**config.mk**
```make
export PLATFORM = sky130hd
export DESIGN_NAME = ccp_tag_bank_sched
export DESIGN_NICKNAME = d
export VERILOG_FILES = /design/src/rtl/ccp_tag_bank_sched.sv
export SDC_FILE = /design/constraint.sdc
export NUM_CORES = 1
export LEC_CHECK = 0
export CORE_UTILIZATION = 45
export DETAILED_ROUTE_END_ITERATION = 16
export PLACE_DENSITY_LB_ADDON = 0.25
export SYNTH_ARGS = -nofsm -noshare
export SYNTH_HDL_FRONTEND = slang
export SYNTH_SLANG_ARGS = --single-unit
```
**constraint.sdc**
```tcl
create_clock -name clk -period 3.65 [get_ports clk]
set_input_delay 0.365 -clock clk [delete_from_list [all_inputs] [get_ports clk]]
set_output_delay 0.365 -clock clk [all_outputs]
set_load 0.01 [all_outputs]
```
**src/rtl/ccp_tag_bank_sched.sv**
```systemverilog
// Per-bank lookup scheduler for the CCP tag pipe: decodes requester addresses,
// arbitrates round-robin per tag bank and holds off sets still in flight.
module ccp_tag_bank_sched #(
  parameter int N_REQ               = 4,
  parameter int N_TAG_BANKS         = 2,
  parameter int BNK_W               = $clog2(N_TAG_BANKS),
  parameter int N_SETS              = 1024,
  parameter int SET_PER_BANK_W      = $clog2(N_SETS / N_TAG_BANKS),
  parameter int ADDRESS_W           = 32,
  parameter int CACHE_LINE_OFFSET_W = 6,
  parameter int BANK_SEL_LSB        = 0,
  parameter int TAG_W               = ADDRESS_W - (CACHE_LINE_OFFSET_W + SET_PER_BANK_W + BNK_W),
  parameter int PIPE_DEPTH          = 3
) (
  input  logic                                  clk,
  input  logic                                  reset,
  input  logic [N_REQ-1:0]                      req_valid,
  input  logic [N_REQ*ADDRESS_W-1:0]            req_addr,
  output logic [N_REQ-1:0]                      req_ready,
  input  logic [N_TAG_BANKS-1:0]                bank_stall,
  output logic [N_TAG_BANKS-1:0]                bank_vld,
  output logic [N_TAG_BANKS*SET_PER_BANK_W-1:0] bank_set,
  output logic [N_TAG_BANKS*TAG_W-1:0]          bank_tag,
  output logic [N_TAG_BANKS*$clog2(N_REQ)-1:0]  bank_req_id
);

  localparam int ID_W    = $clog2(N_REQ);
  localparam int IDX_W   = SET_PER_BANK_W + BNK_W;
  localparam int TAG_LSB = CACHE_LINE_OFFSET_W + IDX_W;

  // Set number is the index with the bank-select field squeezed out.
  function automatic logic [SET_PER_BANK_W-1:0] idx_to_set(input logic [IDX_W-1:0] idx);
    logic [SET_PER_BANK_W-1:0] s;
    s = '0;
    for (int j = 0; j < SET_PER_BANK_W; j++) begin
      s[j] = idx[(j < BANK_SEL_LSB) ? j : j + BNK_W];
    end
    return s;
  endfunction

  logic [BNK_W-1:0]          dec_bank [N_REQ];
  logic [SET_PER_BANK_W-1:0] dec_set  [N_REQ];
  logic [TAG_W-1:0]          dec_tag  [N_REQ];

  logic                      pipe_vld [N_TAG_BANKS][PIPE_DEPTH];
  logic [SET_PER_BANK_W-1:0] pipe_set [N_TAG_BANKS][PIPE_DEPTH];
  logic [TAG_W-1:0]          pipe_tag [N_TAG_BANKS][PIPE_DEPTH];
  logic [ID_W-1:0]           pipe_id  [N_TAG_BANKS][PIPE_DEPTH];
  logic [ID_W-1:0]           rr_ptr   [N_TAG_BANKS];

  logic [N_REQ-1:0]          conflict [N_TAG_BANKS];
  logic [N_REQ-1:0]          elig     [N_TAG_BANKS];
  logic [N_REQ-1:0]          gnt      [N_TAG_BANKS];
  logic [N_TAG_BANKS-1:0]    gnt_any;
  logic [ID_W-1:0]           gnt_id   [N_TAG_BANKS];
  logic                      unused_offset_bits;

  for (genvar i = 0; i < N_REQ; i++) begin : g_dec
    logic [IDX_W-1:0] idx;
    assign idx         = req_addr[i*ADDRESS_W + CACHE_LINE_OFFSET_W +: IDX_W];
    assign dec_bank[i] = idx[BANK_SEL_LSB +: BNK_W];
    assign dec_set[i]  = idx_to_set(idx);
    assign dec_tag[i]  = req_addr[i*ADDRESS_W + TAG_LSB +: TAG_W];
  end

  always_comb begin
    unused_offset_bits = 1'b0;
    for (int i = 0; i < N_REQ; i++) begin
      unused_offset_bits = unused_offset_bits ^ (^req_addr[i*ADDRESS_W +: CACHE_LINE_OFFSET_W]);
    end
  end

  always_comb begin
    for (int b = 0; b < N_TAG_BANKS; b++) begin
      conflict[b] = '0;
      for (int i = 0; i < N_REQ; i++) begin
        for (int s = 0; s < PIPE_DEPTH; s++) begin
          if (pipe_vld[b][s] && (pipe_set[b][s] == dec_set[i])) conflict[b][i] = 1'b1;
        end
      end
    end
  end

  // Scan requesters starting at rr_ptr; blocked requesters are simply skipped.
  always_comb begin
    for (int b = 0; b < N_TAG_BANKS; b++) begin
      gnt_any[b] = 1'b0;
      gnt_id[b]  = '0;
      gnt[b]     = '0;
      for (int i = 0; i < N_REQ; i++) begin
        elig[b][i] = req_valid[i] && (dec_bank[i] == BNK_W'(b)) &&
                     !bank_stall[b] && !conflict[b][i];
      end
      for (int k = 0; k < N_REQ; k++) begin
        for (int i = 0; i < N_REQ; i++) begin
          if (!gnt_any[b] && elig[b][i] && (i == (int'(rr_ptr[b]) + k) % N_REQ)) begin
            gnt_any[b] = 1'b1;
            gnt_id[b]  = ID_W'(i);
            gnt[b][i]  = 1'b1;
          end
        end
      end
    end
  end

  always_comb begin
    req_ready = '0;
    if (!reset) begin
      for (int b = 0; b < N_TAG_BANKS; b++) req_ready = req_ready | gnt[b];
    end
  end

  // Tracker: stage 0 is the issue slot, older stages only feed the conflict check.
  always_ff @(posedge clk or posedge reset) begin
    if (reset) begin
      for (int b = 0; b < N_TAG_BANKS; b++) begin
        rr_ptr[b] <= '0;
        for (int s = 0; s < PIPE_DEPTH; s++) begin
          pipe_vld[b][s] <= 1'b0;
          pipe_set[b][s] <= '0;
          pipe_tag[b][s] <= '0;
          pipe_id[b][s]  <= '0;
        end
      end
    end else begin
      for (int b = 0; b < N_TAG_BANKS; b++) begin
        for (int s = 1; s < PIPE_DEPTH; s++) begin
          pipe_vld[b][s] <= pipe_vld[b][s-1];
          pipe_set[b][s] <= pipe_set[b][s-1];
          pipe_tag[b][s] <= pipe_tag[b][s-1];
          pipe_id[b][s]  <= pipe_id[b][s-1];
        end
        pipe_vld[b][0] <= gnt_any[b];
        if (gnt_any[b]) begin
          pipe_set[b][0] <= dec_set[gnt_id[b]];
          pipe_tag[b][0] <= dec_tag[gnt_id[b]];
          pipe_id[b][0]  <= gnt_id[b];
          rr_ptr[b]      <= ID_W'((int'(gnt_id[b]) + 1) % N_REQ);
        end
      end
    end
  end

  for (genvar b = 0; b < N_TAG_BANKS; b++) begin : g_out
    assign bank_vld[b]                                   = pipe_vld[b][0];
    assign bank_set[b*SET_PER_BANK_W +: SET_PER_BANK_W] = pipe_set[b][0];
    assign bank_tag[b*TAG_W +: TAG_W]                   = pipe_tag[b][0];
    assign bank_req_id[b*ID_W +: ID_W]                  = pipe_id[b][0];
  end

endmodule

```
==> out/results.txt, run 1 <==
Slew HR = 46.25%
Internal power = 2.999 mW
Ys flop type = dfrtp_1
Largest net degree at the start of global routing = 62
Type of origin of the critical path = primary input
Synth Area in Compound Gates = 12.46%
Worst Hold Depth = 0
Number of global-route vias before repair = 7122
Min-delay src = pipe_vld[4]
PD cells = 450.6 nW/um^2
Req. time, crit path = 3.28 ns
Critical Path Max Stage Delay = 0.70 ns
P_sw = 1.841 mW
Hold bufs inserted after CTS = 0
Largest family of logic cells by synthesized area = XOR/XNOR gates
Post-synthesis area per instance = 9.346 um^2
Post-synth EDFFs = 0
Io pins = 196
Gr ovfl total = 0
Setup Viol. Count Final = 2
Clock Skew = 0.01283 ns
Yosys warnings = 0
Tcrit/Tclk final = 100.3%
Synth area leaders = dfrtp_1 (31%), xnor2_1 (12%), xor2_1 (12%), mux2i_1 (6.2%), nor2_1 (4.0%)
Failing checks = negative setup slack
Clock Pin Slew Worst Setup and Hold Paths = 0.06 ns
Clock Power Share = 20.1%
Static leakage = 4.448 nW
Fin crit period = 3.661 ns
Post-Layout Cell Count = 1269
Clk buf depth = 2
Post-Synth XOR/XNOR Area = 23.37%
Post-Synthesis Cells = 866
Max Slew Vio Count = 0
Hold WS = 0.4997 ns
Synthesis-to-layout area growth = 32.71%
Cell Area, Synth = 8094 um^2
Syn_nets = 1002
Die height = 136.1 um
DR vias/cell = 5.749
CTS root buf = clkbuf_16
DP Area = 10360 um^2
Least-Margin Pin Slew = 0.8063 ns
Critical Path AT = 3.30 ns
Slack of the worst reg-to-reg path = 0.58 ns
DR pass1 iterations = 5
Gr usage total = 30.10%
CP cell instances = clkdlybuf4s50_1, buf_4, xor2_1, nor4_2, nand4_1, nand4_1, buf_4, or3_1, o22ai_1, clkdlybuf4s50_1
Max-Cap Viols = 0
R2R Path Start = bank_set[15]
Yosys reg bits = 100
Dpl cells = 1250
Top-area cell type share of the netlist area = 30.92%
Multi-input gate area = 4918 um^2
Final Util = 61.67%
Global-route wire length before repair = 41300 um
Initial antenna violation count = 0
Achievable frequency = 273.2 MHz
Peak supply drop = 0.2929 mV
Adder-Cell Fraction of Synth Area = 0%
ANT cells = 0
Via Count = 7295
Combinational power share = 41.8%
Die Span X = 136.1 um
Filler cells = 1489
Min-Delay Path Class = reg2reg
GP Congestion = 1.052
Simple-gate portion of the synthesized area = 14.48%
Seq/Total Area, Yosys = 30.92%
Die ar. = 18530 um^2
Post-route cell area = 10740 um^2
Post-DRT Antenna Nets = 0
Asr flop ratio synth = 100.0%
Layout cells sized above 1 = 17.05%
WS Path Type = in2out
Crit path max fanout = 5
FF-to-FF End = bank_set[10]
WP depth = 10
Sequential power share = 38.0%
Worst path buffer plus inverter count = 4
Final hold vios = 0
Delay-heaviest family, CP = buffers and inverters
CTS tree = done
Wirelength, routed = 27530 um
Routed WL per cell = 21.69 um
Reg2reg path depth = 11
Initial drt markers = 579
Initial Utilization = 46.47%
Input/output buffers = 171
CTS Buf Count = 9
Num rows = 48
Core Footprint = 17420 um^2
Worst Hold Path EP = pipe_vld[3]
Register area = 2502 um^2
Residual DRC = 0
Area leader, netlist = dfrtp_1
DP Worst Slack = 0.003910 ns
Mux contribution to synthesized area = 9.661%
Clock latency at the later pin of the worst-skew pair = 0.35 ns
CTS H-tree lvls = 3
Sw frac = 38.03%
DP HPWL = 19750 um
Final WS setup = -0.01087 ns
Yosys cell types = 48
Layout Nets = 1175
CTS sink count = 100
Status = finished, violations left
CP max stage cell = clkdlybuf4s50_1
Crit end category = output port
-- cell families (layout without fill, tap and decap cells) --
logic type	Yosys count	count (layout)
XOR/XNOR	216	216
flip-flops	100	100
AND/OR/NAND/NOR	230	230
AO/OA/AOI/OAI	122	122
buffers and inverters	123	301
multiplexers	75	75
-- state kept, by name, summed over array words and instances, names as in the netlist --
register and count:
bank_vld 2, pipe_vld 4, rr_ptr 4, bank_set 18, bank_req_id 4, bank_tag 32
pipe_set 36
-- per-stage QoR --
step	TNS (ns)	total power [mW]
4_1_cts	0	4.817
3_3_place_gp	-0.02391	3.811
2_1_floorplan	0	3.057
5_1_grt	-0.03155	5.082
3_5_place_dp	0	3.833
6_report	-0.01122	4.840
-- cells in the final DEF (no fill, tap or decap), types with 7 or more instances in the layout --
cell type,instances
clkdlybuf4s50_1,163
xnor2_1,108
xor2_1,108
dfrtp_1,100
buf_4,87
nor2_1,86
mux2i_1,50
nand4_1,33
a211oi_1,30
and2_1,29
nand2_1,26
nor4_1,25
a221oi_1,25
mux2_2,25
a211oi_2,20
buf_12,16
a21oi_1,13
o21ai_0,11
inv_1,10
clkbuf_16,9
nor3_1,8
dlymetal6s2s_1,7
-- metal layers --
| metal | part of all wire, % | wire (um) | vias to the layer above | track usage, % |
|---|---|---|---|---|
| met3 | 9.7 | 2665 | 58 | 8.091 |
| met1 | 43 | 11780 | 3537 | 40.25 |
| met2 | 44 | 12040 | 375 | 45.43 |
| met5 | 0 | 0 | - | 0 |
| li1 | - | - | 3325 | - |
| met4 | 3.8 | 1041 | 0 | 12.96 |
-- repair_timing --
item | CTS | global route
setup endpoints to repair | 3 | 4
pin swaps | 0 | 1
buffers inserted | 0 | 3
resized for setup | 2 | 15
endpoints found under the hold margin | 0 | 0
-- cell type report --
type                            count  share of cell area, %
Multi-Input combinational cell    643                  45.79
Clock buffer                       11                  2.167
Sequential cell                   100                  23.30
Inverter                           11                 0.4077
Timing Repair Buffer              274                  25.15
Clock inverter                      5                 0.5708
Tap cell                          225                  2.621
-- power by group through the flow --
stage                     Sequential (mW)  Clock, mW  Combinational, mW
after floorplan                      1.67          0               1.39
after global placement               1.84          0               1.97
after detailed placement             1.84          0               1.99
after CTS                            1.83      0.988               2.00
after global routing                 1.87       1.03               2.18
final                                1.84      0.975               2.03
-- how the worst max path moves through the flow --
stage / endpoint / slack (ns) / startpoint
finish: req_ready[3] / -0.01 / req_addr[108]
global route: req_ready[0] / -0.02 / req_addr[44]
CTS: req_ready[3] / 0.03 / req_addr[39]
detailed placement: req_ready[3] / 0.004 / req_addr[75]
global placement: req_ready[0] / -0.01 / req_addr[75]
floorplan: req_ready[1] / 0.42 / reset
-- cell usage after synthesis, types with 2 or more instances --
cell type and instances:
or3_1 4, nand3_1 6, xnor2_1 108, a211oi_1 30, a21oi_1 13, nand2_1 26
buf_6 10, a211oi_2 20, mux2i_1 50, o21ai_0 11, clkbuf_1 14, inv_1 11
and2_1 29, nor3_1 9, dfrtp_1 100, o21a_1 3, nor3b_1 2, nor4_1 29
buf_4 24, o31ai_1 2, buf_12 2, o21ai_1 2, nand4_1 33, nor2_1 86
a221oi_1 25, a41oi_1 3, xor2_1 108, mux2_2 25, buf_2 62
Power figures use the tool's default switching activity.
==> run 2: changes to the inputs <==
--- a/config.mk
+++ b/config.mk
@@ -6,6 +6,7 @@
 export NUM_CORES = 1
 export LEC_CHECK = 0
 export CORE_UTILIZATION = 45
+export CTS_BUF_LIST = sky130_fd_sc_hd__clkbuf_16
 export DETAILED_ROUTE_END_ITERATION = 16
 export PLACE_DENSITY_LB_ADDON = 0.25
 export SYNTH_ARGS = -nofsm -noshare
==> out/results.txt, run 2 (same netlist as run 1, synthesis figures left out) <==
Status = finished clean (was finished, violations left)
Min-Delay Path Class = reg2reg (unchanged)
Type of origin of the critical path = primary input (unchanged)
Req. time, crit path = 3.28 ns (about the same)
Final WS setup = 0.01242 ns (was -0.01087 ns)
Input/output buffers = 171 (unchanged)
CTS tree = done (unchanged)
Initial antenna violation count = 0 (unchanged)
Initial drt markers = 573 (was 579)
PD cells = 449.9 nW/um^2 (was 450.6 nW/um^2)
Static leakage = 4.456 nW (was 4.448 nW)
Overall power = 4.832 mW (was 4.840 mW)
Commonest non-fill, non-tap cell in the layout = clkdlybuf4s50_1 (unchanged)
Setup Viol. Count Final = 0 (was 2)
Largest register FFs = 36 (unchanged)
Clock latency at the later pin of the worst-skew pair = 0.35 ns (about the same)
DP Worst Slack = 0.003910 ns (unchanged)
Initial Utilization = 46.47% (unchanged)
ANT cells = 0 (unchanged)
Via Count = 7291 (was 7295)
Residual DRC = 0 (unchanged)
Dpl cells = 1250 (unchanged)
Multi-input gate area = 4918 um^2 (unchanged)
CTS sink count = 100 (unchanged)
Max-Cap Viols = 0 (unchanged)
Global-route wire length before repair = 41300 um (unchanged)
Die Span X = 136.1 um (unchanged)
Crit path max fanout = 5 (unchanged)
Crit end category = output port (unchanged)
Least-Margin Pin Slew = 0.8006 ns (was 0.8063 ns)
Die height = 136.1 um (unchanged)
GP Congestion = 1.052 (unchanged)
Register area = 2502 um^2 (unchanged)
Clock Skew = 0.01276 ns (was 0.01283 ns)
Die ar. = 18530 um^2 (unchanged)
CTS Buf Count = 9 (unchanged)
Number of global-route vias before repair = 7122 (unchanged)
Core Footprint = 17420 um^2 (unchanged)
Fin crit period = 3.638 ns (was 3.661 ns)
Post-Layout Cell Count = 1269 (unchanged)
DP HPWL = 19750 um (unchanged)
Slew HR = 46.63% (was 46.25%)
Most frequent cells in the layout = clkdlybuf4s50_1 (163), xnor2_1 (108), xor2_1 (108) (unchanged)
CTS H-tree lvls = 3 (unchanged)
Synthesis-to-layout area growth = 32.71% (unchanged)
Filler cells = 1489 (unchanged)
CTS root buf = clkbuf_16 (unchanged)
Most flops, register = pipe_set (unchanged)
Layout Nets = 1175 (unchanged)
Setup TNS = 0 ns (was -0.01122 ns)
Clk buf depth = 2 (unchanged)
Post-DRT Antenna Nets = 0 (unchanged)
Gr ovfl total = 0 (unchanged)
Num rows = 48 (unchanged)
Clock Pin Slew Worst Setup and Hold Paths = 0.06 ns (about the same)
Routed WL per cell = 21.66 um (was 21.69 um)
Gr usage total = 30.10% (unchanged)
DR pass1 iterations = 5 (unchanged)
Tcrit/Tclk final = 99.66% (was 100.3%)
Wirelength, routed = 27490 um (was 27530 um)
Largest net degree at the start of global routing = 62 (unchanged)
Achievable frequency = 274.9 MHz (was 273.2 MHz)
WS Path Type = in2out (unchanged)
Io pins = 196 (unchanged)
Layout cells sized above 1 = 17.05% (unchanged)
Critical Path AT = 3.27 ns (was 3.30 ns)
Hold bufs inserted after CTS = 0 (unchanged)
DR vias/cell = 5.745 (was 5.749)
Max Slew Vio Count = 0 (unchanged)
Peak supply drop = 0.2912 mV (was 0.2929 mV)
Final hold vios = 0 (unchanged)
[run 2: changes by cell type in the layout (fill, tap and decap cells not counted)]
cell | before | now
clkbuf_1 | 2 | 0
inv_1 | 10 | 12
[run 2: critical path, cell delays in order]
cell,delay [ns]
clkdlybuf4s50_1,0.68
buf_4,0.27
xor2_1,0.19
nor4_2,0.06
nand4_1,0.12
nand4_1,0.27
buf_4,0.23
or3_1,0.33
o22ai_1,0.18
clkdlybuf4s50_1,0.56
[run 2: area by class of cell]
type | count | area share, %
multi-input combinational | 643 | 45.79
timing repair buffer | 274 | 25.15
sequential | 100 | 23.30
tap | 225 | 2.621
clock buffer | 9 | 2.097
clock inverter | 7 | 0.6406
inverter | 11 | 0.4077
[run 2: per-stage QoR]
step / utilization, % / hold slack [ns] / area, um^2
final: 61.67 / 0.4864 / 10740
after global routing: 61.67 / 0.5040 / 10740
after CTS: 61.19 / 0.4728 / 10660
after detailed placement: 59.50 / 0.4578 / 10360
after global placement: 59.50 / 0.4566 / 10360
after floorplan: - / 0.3519 / 8094
[run 2: worst paths after layout]
kind                               startpoint           end  slack [ns]  cells past startpoint
max in group asynchronous               reset   pipe_set[3]        2.35                      3
worst min register to register    pipe_vld[4]   pipe_vld[3]        0.49                      0
worst max register to register   bank_set[15]  bank_set[10]        0.59                     11
worst min-delay path              pipe_vld[4]   pipe_vld[3]        0.49                      0
worst max-delay path            req_addr[108]  req_ready[3]        0.01                     10
min in group asynchronous               reset  bank_tag[17]        0.66                      3
[run 2: timing repair]
item | 4_1_cts | 5_1_grt
resized for setup | 2 | 15
endpoints found under the setup margin | 3 | 4
buffers inserted | 0 | 3
pin swaps | 0 | 1
hold endpoints to repair | 0 | 0
[run 2: routing by layer]
layer / wire, um / vias up / part of all wire (%) / global-route usage, %
met4: 1037 / 0 / 3.8 / 12.96
met1: 11580 / 3529 / 42 / 40.25
met5: 0 / - / 0 / 0
met2: 12080 / 379 / 44 / 45.43
met3: 2790 / 58 / 10 / 8.091
li1: - / 3325 / - / -
[run 2: report_power, final]
group          total [mW]  switching [mW]  internal (mW)  leakage, nW
clock network       0.969           0.439          0.530        0.141
logic                2.02           0.929           1.09         3.17
registers            1.84           0.470           1.37         1.15
==> run 3: changes to the inputs <==
--- a/config.mk
+++ b/config.mk
@@ -8,6 +8,7 @@
 export CORE_UTILIZATION = 45
 export CTS_BUF_LIST = sky130_fd_sc_hd__clkbuf_16
 export DETAILED_ROUTE_END_ITERATION = 16
+export MAX_ROUTING_LAYER = met4
 export PLACE_DENSITY_LB_ADDON = 0.25
 export SYNTH_ARGS = -nofsm -noshare
 export SYNTH_HDL_FRONTEND = slang
==> out/results.txt, run 3 (same netlist as run 1, synthesis figures left out) <==
Gr usage total = 32.32% (was 30.10%)
M1 GR Usage = 44.49% (was 40.25%)
Clock latency at the later pin of the worst-skew pair = 0.36 ns (was 0.35 ns)
Die ar. = 18530 um^2 (unchanged)
Num rows = 48 (unchanged)
Routed WL per cell = 22.08 um (was 21.66 um)
Initial drt markers = 737 (was 573)
DP Area = 10420 um^2 (was 10360 um^2)
Delay-heaviest family, CP = buffers and inverters (unchanged)
Die Span X = 136.1 um (unchanged)
Commonest non-fill, non-tap cell in the layout = clkdlybuf4s50_1 (unchanged)
Initial antenna violation count = 0 (unchanged)
CTS H-tree lvls = 3 (unchanged)
Post-DRT Antenna Nets = 0 (unchanged)
Global-route wire length before repair = 43170 um (was 41300 um)
DP HPWL = 20840 um (was 19750 um)
Post-route cell area = 10830 um^2 (was 10740 um^2)
Post-Layout Cell Count = 1282 (was 1269)
Status = finished clean (unchanged)
Setup Viol. Count Final = 0 (unchanged)
Worst path buffer plus inverter count = 3 (was 4)
CP max stage cell = clkdlybuf4s50_1 (unchanged)
Overall power = 4.881 mW (was 4.832 mW)
Crit path max fanout = 4 (was 5)
Least-Margin Pin Slew = 0.8615 ns (was 0.8006 ns)
ANT cells = 0 (unchanged)
Min-Delay Path Class = reg2reg (unchanged)
CTS sink count = 100 (unchanged)
Peak supply drop = 0.2432 mV (was 0.2912 mV)
Synthesis-to-layout area growth = 33.76% (was 32.71%)
Tcrit/Tclk final = 97.88% (was 99.66%)
Grt met3 use = 5.817% (was 8.091%)
WS Path Type = in2out (unchanged)
Most flops, register = pipe_set (unchanged)
Via Count = 7462 (was 7291)
Input/output buffers = 171 (unchanged)
Critical Path AT = 3.21 ns (was 3.27 ns)
Clock Pin Slew Worst Setup and Hold Paths = 0.07 ns (was 0.06 ns)
DR pass1 iterations = 5 (unchanged)
Largest net degree at the start of global routing = 63 (was 62)
Dpl cells = 1264 (was 1250)
Largest register FFs = 36 (unchanged)
Met2 Use GR = 47.43% (was 45.43%)
CP cell instances = clkdlybuf4s50_1, xor2_1, nor4_1, nand4_1, nand4_1, nand2_1, a2111oi_2, buf_4, a41o_1, clkdlybuf4s50_1 (was clkdlybuf4s50_1, buf_4, xor2_1, nor4_2, nand4_1, nand4_1, buf_4, or3_1, o22ai_1, clkdlybuf4s50_1)
DR vias/cell = 5.821 (was 5.745)
Layout Nets = 1188 (was 1175)
Io pins = 196 (unchanged)
Wirelength, routed = 28310 um (was 27490 um)
GR peak layer = met2 (unchanged)
CTS root buf = clkbuf_16 (unchanged)
Req. time, crit path = 3.28 ns (about the same)
Residual DRC = 0 (unchanged)
Crit end category = output port (unchanged)
Clock Skew = 0.01178 ns (was 0.01276 ns)
Most frequent cells in the layout = clkdlybuf4s50_1 (158), xnor2_1 (108), xor2_1 (108) (was clkdlybuf4s50_1 (163), xnor2_1 (108), xor2_1 (108))
Final hold vios = 0 (unchanged)
Achievable frequency = 279.9 MHz (was 274.9 MHz)
Critical Path Max Stage Delay = 0.56 ns (was 0.68 ns)
GP Congestion = 1.069 (was 1.052)
PD cells = 450.8 nW/um^2 (was 449.9 nW/um^2)
Die height = 136.1 um (unchanged)
Number of global-route vias before repair = 7350 (was 7122)
Core Footprint = 17420 um^2 (unchanged)
Hold bufs inserted after CTS = 0 (unchanged)
Clk buf depth = 2 (unchanged)
Gr ovfl total = 0 (unchanged)
Max Slew Vio Count = 0 (unchanged)
Fin crit period = 3.573 ns (was 3.638 ns)
Max-Cap Viols = 0 (unchanged)
Slew HR = 42.57% (was 46.63%)
Static leakage = 4.552 nW (was 4.456 nW)
Type of origin of the critical path = primary input (unchanged)
Initial Utilization = 46.47% (unchanged)
CTS tree = done (unchanged)
CTS Buf Count = 9 (unchanged)
Layout cells sized above 1 = 18.54% (was 17.05%)
## run 3: cell types whose count changed in the layout (fill, tap and decap cells not counted), sizes merged
cell	delta
buf	+13
clkdlybuf4s50	-5
clkinv	+3
clkinvlp	-2
dlygate4sd2	+1
dlymetal6s2s	+4
inv	-1
## run 3: layer usage
metal	up-vias	share of wire [%]
li1	3349	-
met1	3679	43
met2	381	45
met3	53	9.7
met4	0	2.6
met5	-	0
## run 3: power breakdown
part           switching (mW)  internal, mW
Combinational           0.946          1.10
Sequential              0.483          1.37
Clock                   0.451         0.530
## run 3: worst register-to-register path, cell delays in order, from the launching register on
cell and delay [ns]:
dfrtp_1 0.52, xor2_1 0.22, nor4_1 0.28, nand4_1 0.24
nand4_1 0.27, buf_4 0.20, o21ai_0 0.10, buf_4 0.16
o221ai_4 0.10, buf_12 0.25, mux2_2 0.39, nor2_1 0.11
a211oi_1 0.08
## run 3: timing repair
item	4_1_cts	5_1_grt
buffers inserted	0	2
gates cloned	0	0
endpoints found under the setup margin	3	4
resized for setup	4	23
pin swaps	0	2
## run 3: worst paths after layout
kind / startpoint / endpoint / slack [ns] / cells past startpoint
setup reg to reg: bank_set[15] / bank_tag[30] / 0.61 / 12
max in group asynchronous: reset / pipe_set[27] / 2.29 / 3
setup / recovery: req_addr[105] / req_ready[1] / 0.08 / 10
hold reg to reg: pipe_vld[4] / pipe_vld[3] / 0.49 / 0
min in group asynchronous: reset / bank_tag[2] / 0.65 / 3
hold / removal: pipe_vld[4] / pipe_vld[3] / 0.49 / 0
## run 3: layout make-up
| type | count | area, um^2 |
|---|---|---|
| Clock inverter | 7 | 67.56 |
| Timing Repair Buffer | 287 | 2758 |
| Clock buffer | 9 | 225.2 |
| Multi-Input combinational cell | 643 | 4949 |
| Tap cell | 225 | 281.5 |
| Inverter | 11 | 43.79 |
| Fill cell | 1481 | 6590 |
| Sequential cell | 100 | 2502 |
## run 3: per-stage QoR
| stage | util (%) | setup WS, ns | TNS (ns) | hold slack, ns |
|---|---|---|---|---|
| after global placement | 59.82 | -0.02715 | -0.03232 | 0.4641 |
| after floorplan | - | 0.4228 | 0 | 0.3519 |
| after CTS | 61.54 | 0.005220 | 0 | 0.4612 |
| final | 62.16 | 0.07729 | 0 | 0.4905 |
| after global routing | 62.16 | -0.009283 | -0.009283 | 0.4977 |
| after detailed placement | 59.82 | 0.003953 | 0 | 0.4472 |
==> edit, RTL diff (settings of run 3) <==
`PIPE_DEPTH`: 3 -> 2.
--- a/src/rtl/ccp_tag_bank_sched.sv
+++ b/src/rtl/ccp_tag_bank_sched.sv
@@ -10,7 +10,7 @@
   parameter int CACHE_LINE_OFFSET_W = 6,
   parameter int BANK_SEL_LSB        = 0,
   parameter int TAG_W               = ADDRESS_W - (CACHE_LINE_OFFSET_W + SET_PER_BANK_W + BNK_W),
-  parameter int PIPE_DEPTH          = 3
+  parameter int PIPE_DEPTH          = 2
 ) (
   input  logic                                  clk,
   input  logic                                  reset,
Check against the original RTL: not settled (the Yosys comparison gave no result); the edit may change what the design does.
==> edit against run 3 <==
Synthesized area fell by 14%. Routed wire length fell by 14%. Sequential share of layout area decreased by 1.3 points. Largest power group unchanged. Design area down 15%. Fmax up 1.0%. Clock skew shrank 5.6 ps. Total power fell by 17%. Sequential cell count shrank 20. Critical path depth did not move. Via count shrank 11%. Setup slack gained 37 ps.
==> edit: results (changes against run 3) <==
TritonCTS buffer count: 9 (unchanged)
CP peak stage delay: 550 ps
Synth area leaders: dfrtp_1 (29%), xnor2_1 (9.0%), xor2_1 (9.0%)
clock slew at reported path FFs: 60 ps
Slowest-stage cell, CP: clkdlybuf4s50_1
Final HPWL DP: 17.5 mm (-16%)
synth unique cells: 56 (+17%)
FFs w/ async S/R, synth: 100% (unchanged)
I/O Buffers: 171 (unchanged)
Fin. Hold Viols: 0 (unchanged)
Critical Path Fanout Max: 4 (unchanged)
drt pass-1 iters: 7 (+2)
total global routing track utilization: 31.7% (-0.63 points)
post-synthesis compound-gate area fraction: 21.7% (+9.2 points)
Starting DRT DRC Count: 663 (-10%)
adder-cell share of the synthesized area: 0% (unchanged)
max reg flops: 32 (-11%)
Post-Layout Cell Count: 1125 (-12%)
CTS Buffer Depth: 2 (unchanged)
largest net degree at the start of global routing: 51 (-19%)
share of cells above drive strength 1: 13.0% (-5.5 points)
total wire length: 24.2 mm (-14%)
status: complete, no violations
vias in the first global route: 6488 (-12%)
H-tree Lvls: 3 (unchanged)
Lkg Pwr: 3.70 nW (-19%)
Syn Nets: 938 (-6.4%)
VDD IR max: 0.275 mV (+13%)
n_diodes: 0 (unchanged)
Worst Skew: 6.19 ps (-5.59 ps)
Vias/cell: 5.90 (+1.4%)
Switch Pwr: 1.52 mW (-19%)
Final #Nets: 1068 (-10%)
xor and xnor area share after synthesis: 18.1% (-5.3 points)
Tightest Pin Transition: 880 ps (+18.1 ps)
Warnings, synthesis: 0 (unchanged)
register area share after synthesis: 28.7% (-2.2 points)
cell count after synthesis: 802 (-7.4%)
Placer Congestion: 0.969 (-9.4%)
fraction of synthesized area in multiplexers: 7.18% (-2.5 points)
Commonest cells post-synth: dfrtp_1 (80), xnor2_1 (72), xor2_1 (72)
WP data arrival: 3170 ps (-40 ps)
global-route wire length before repair: 37.1 mm (-14%)
edit: cell types whose count changed in the layout (fill, tap and decap cells not counted), moves of 26 or more:
cell | before | now
and2_1 | 29 | 1
a21boi_0 | 0 | 26
xnor2_1 | 108 | 72
xor2_1 | 108 | 72
buf_4 | 104 | 65
nor2_1 | 86 | 33
edit: metal layers:
| layer | global-route usage (%) | share of wire [%] | vias to the layer above |
|---|---|---|---|
| li1 | - | - | 3073 |
| met1 | 42.2 | 44 | 3237 |
| met2 | 47.4 | 45 | 295 |
| met3 | 5.82 | 7.6 | 38 |
| met4 | 12.9 | 2.6 | 0 |
| met5 | - | 0 | - |
edit: final cells by class:
cell class                 instances  area (sq um)
clock buffer                       9           225
timing repair buffer             240          2300
clock inverter                     7          93.8
inverter                          32           121
fill                            1332          5950
tap                              188           235
sequential                        80          2000
multi-input combinational        569          4220
edit: metrics by stage:
step | area, sq um | power, mW | util (%) | worst slack (ps) | TNS [ps]
CTS | 9120 | 4.05 | 60.2 | 10.5 | 0
floorplan | 6970 | 2.38 | - | 945 | 0
finish | 9200 | 4.07 | 60.7 | 114 | 0
global route | 9200 | 4.28 | 60.7 | -44.4 | -107
global placement | 8790 | 3.03 | 58.1 | -144 | -290
detailed placement | 8790 | 3.04 | 58.1 | -141 | -300
edit: path summary, 6_finish.rpt:
kind	from	endpoint	slack, ps	cells past startpoint
max	req_addr[14]	req_ready[1]	110	10
min	bank_tag[20]	bank_tag[20]	490	2
max reg2reg	bank_set[7]	bank_tag[9]	570	11
min reg2reg	bank_tag[20]	bank_tag[20]	490	2
max in group asynchronous	reset	pipe_set[6]	2380	3
min in group asynchronous	reset	bank_tag[22]	590	2
edit: worst reg2reg max path, stage by stage (launching register included):
cell	delay, ps
dfrtp_1	500
xor2_1	210
nor4_1	280
buf_4	170
nand4_1	130
and2_2	270
buf_4	150
a222oi_1	340
and3_4	330
buf_12	220
mux2i_1	120
a211oi_1	250
edit: repair_timing:
item,in CTS,in global routing
pin swaps,0,3
gates cloned,0,0
endpoints found under the setup margin,3,4
setup buffers,0,0
resized for setup,1,17
endpoints found under the hold margin,0,0
edit: cells by family (layout without fill, tap and decap cells):
| logic type | after synthesis | count (layout) |
|---|---|---|
| AO/OA/AOI/OAI | 212 | 212 |
| AND/OR/NAND/NOR | 163 | 163 |
| buffers and inverters | 153 | 288 |
| XOR/XNOR | 144 | 144 |
| flip-flops | 80 | 80 |
| multiplexers | 50 | 50 |
edit: power groups by stage:
stage | combinational [mW] | clock, mW | sequential [mW]
finish | 1.68 | 1.01 | 1.39
global route | 1.81 | 1.06 | 1.42
CTS | 1.66 | 1.01 | 1.38
detailed placement | 1.65 | 0 | 1.39
global placement | 1.63 | 0 | 1.40
floorplan | 1.09 | 0 | 1.29
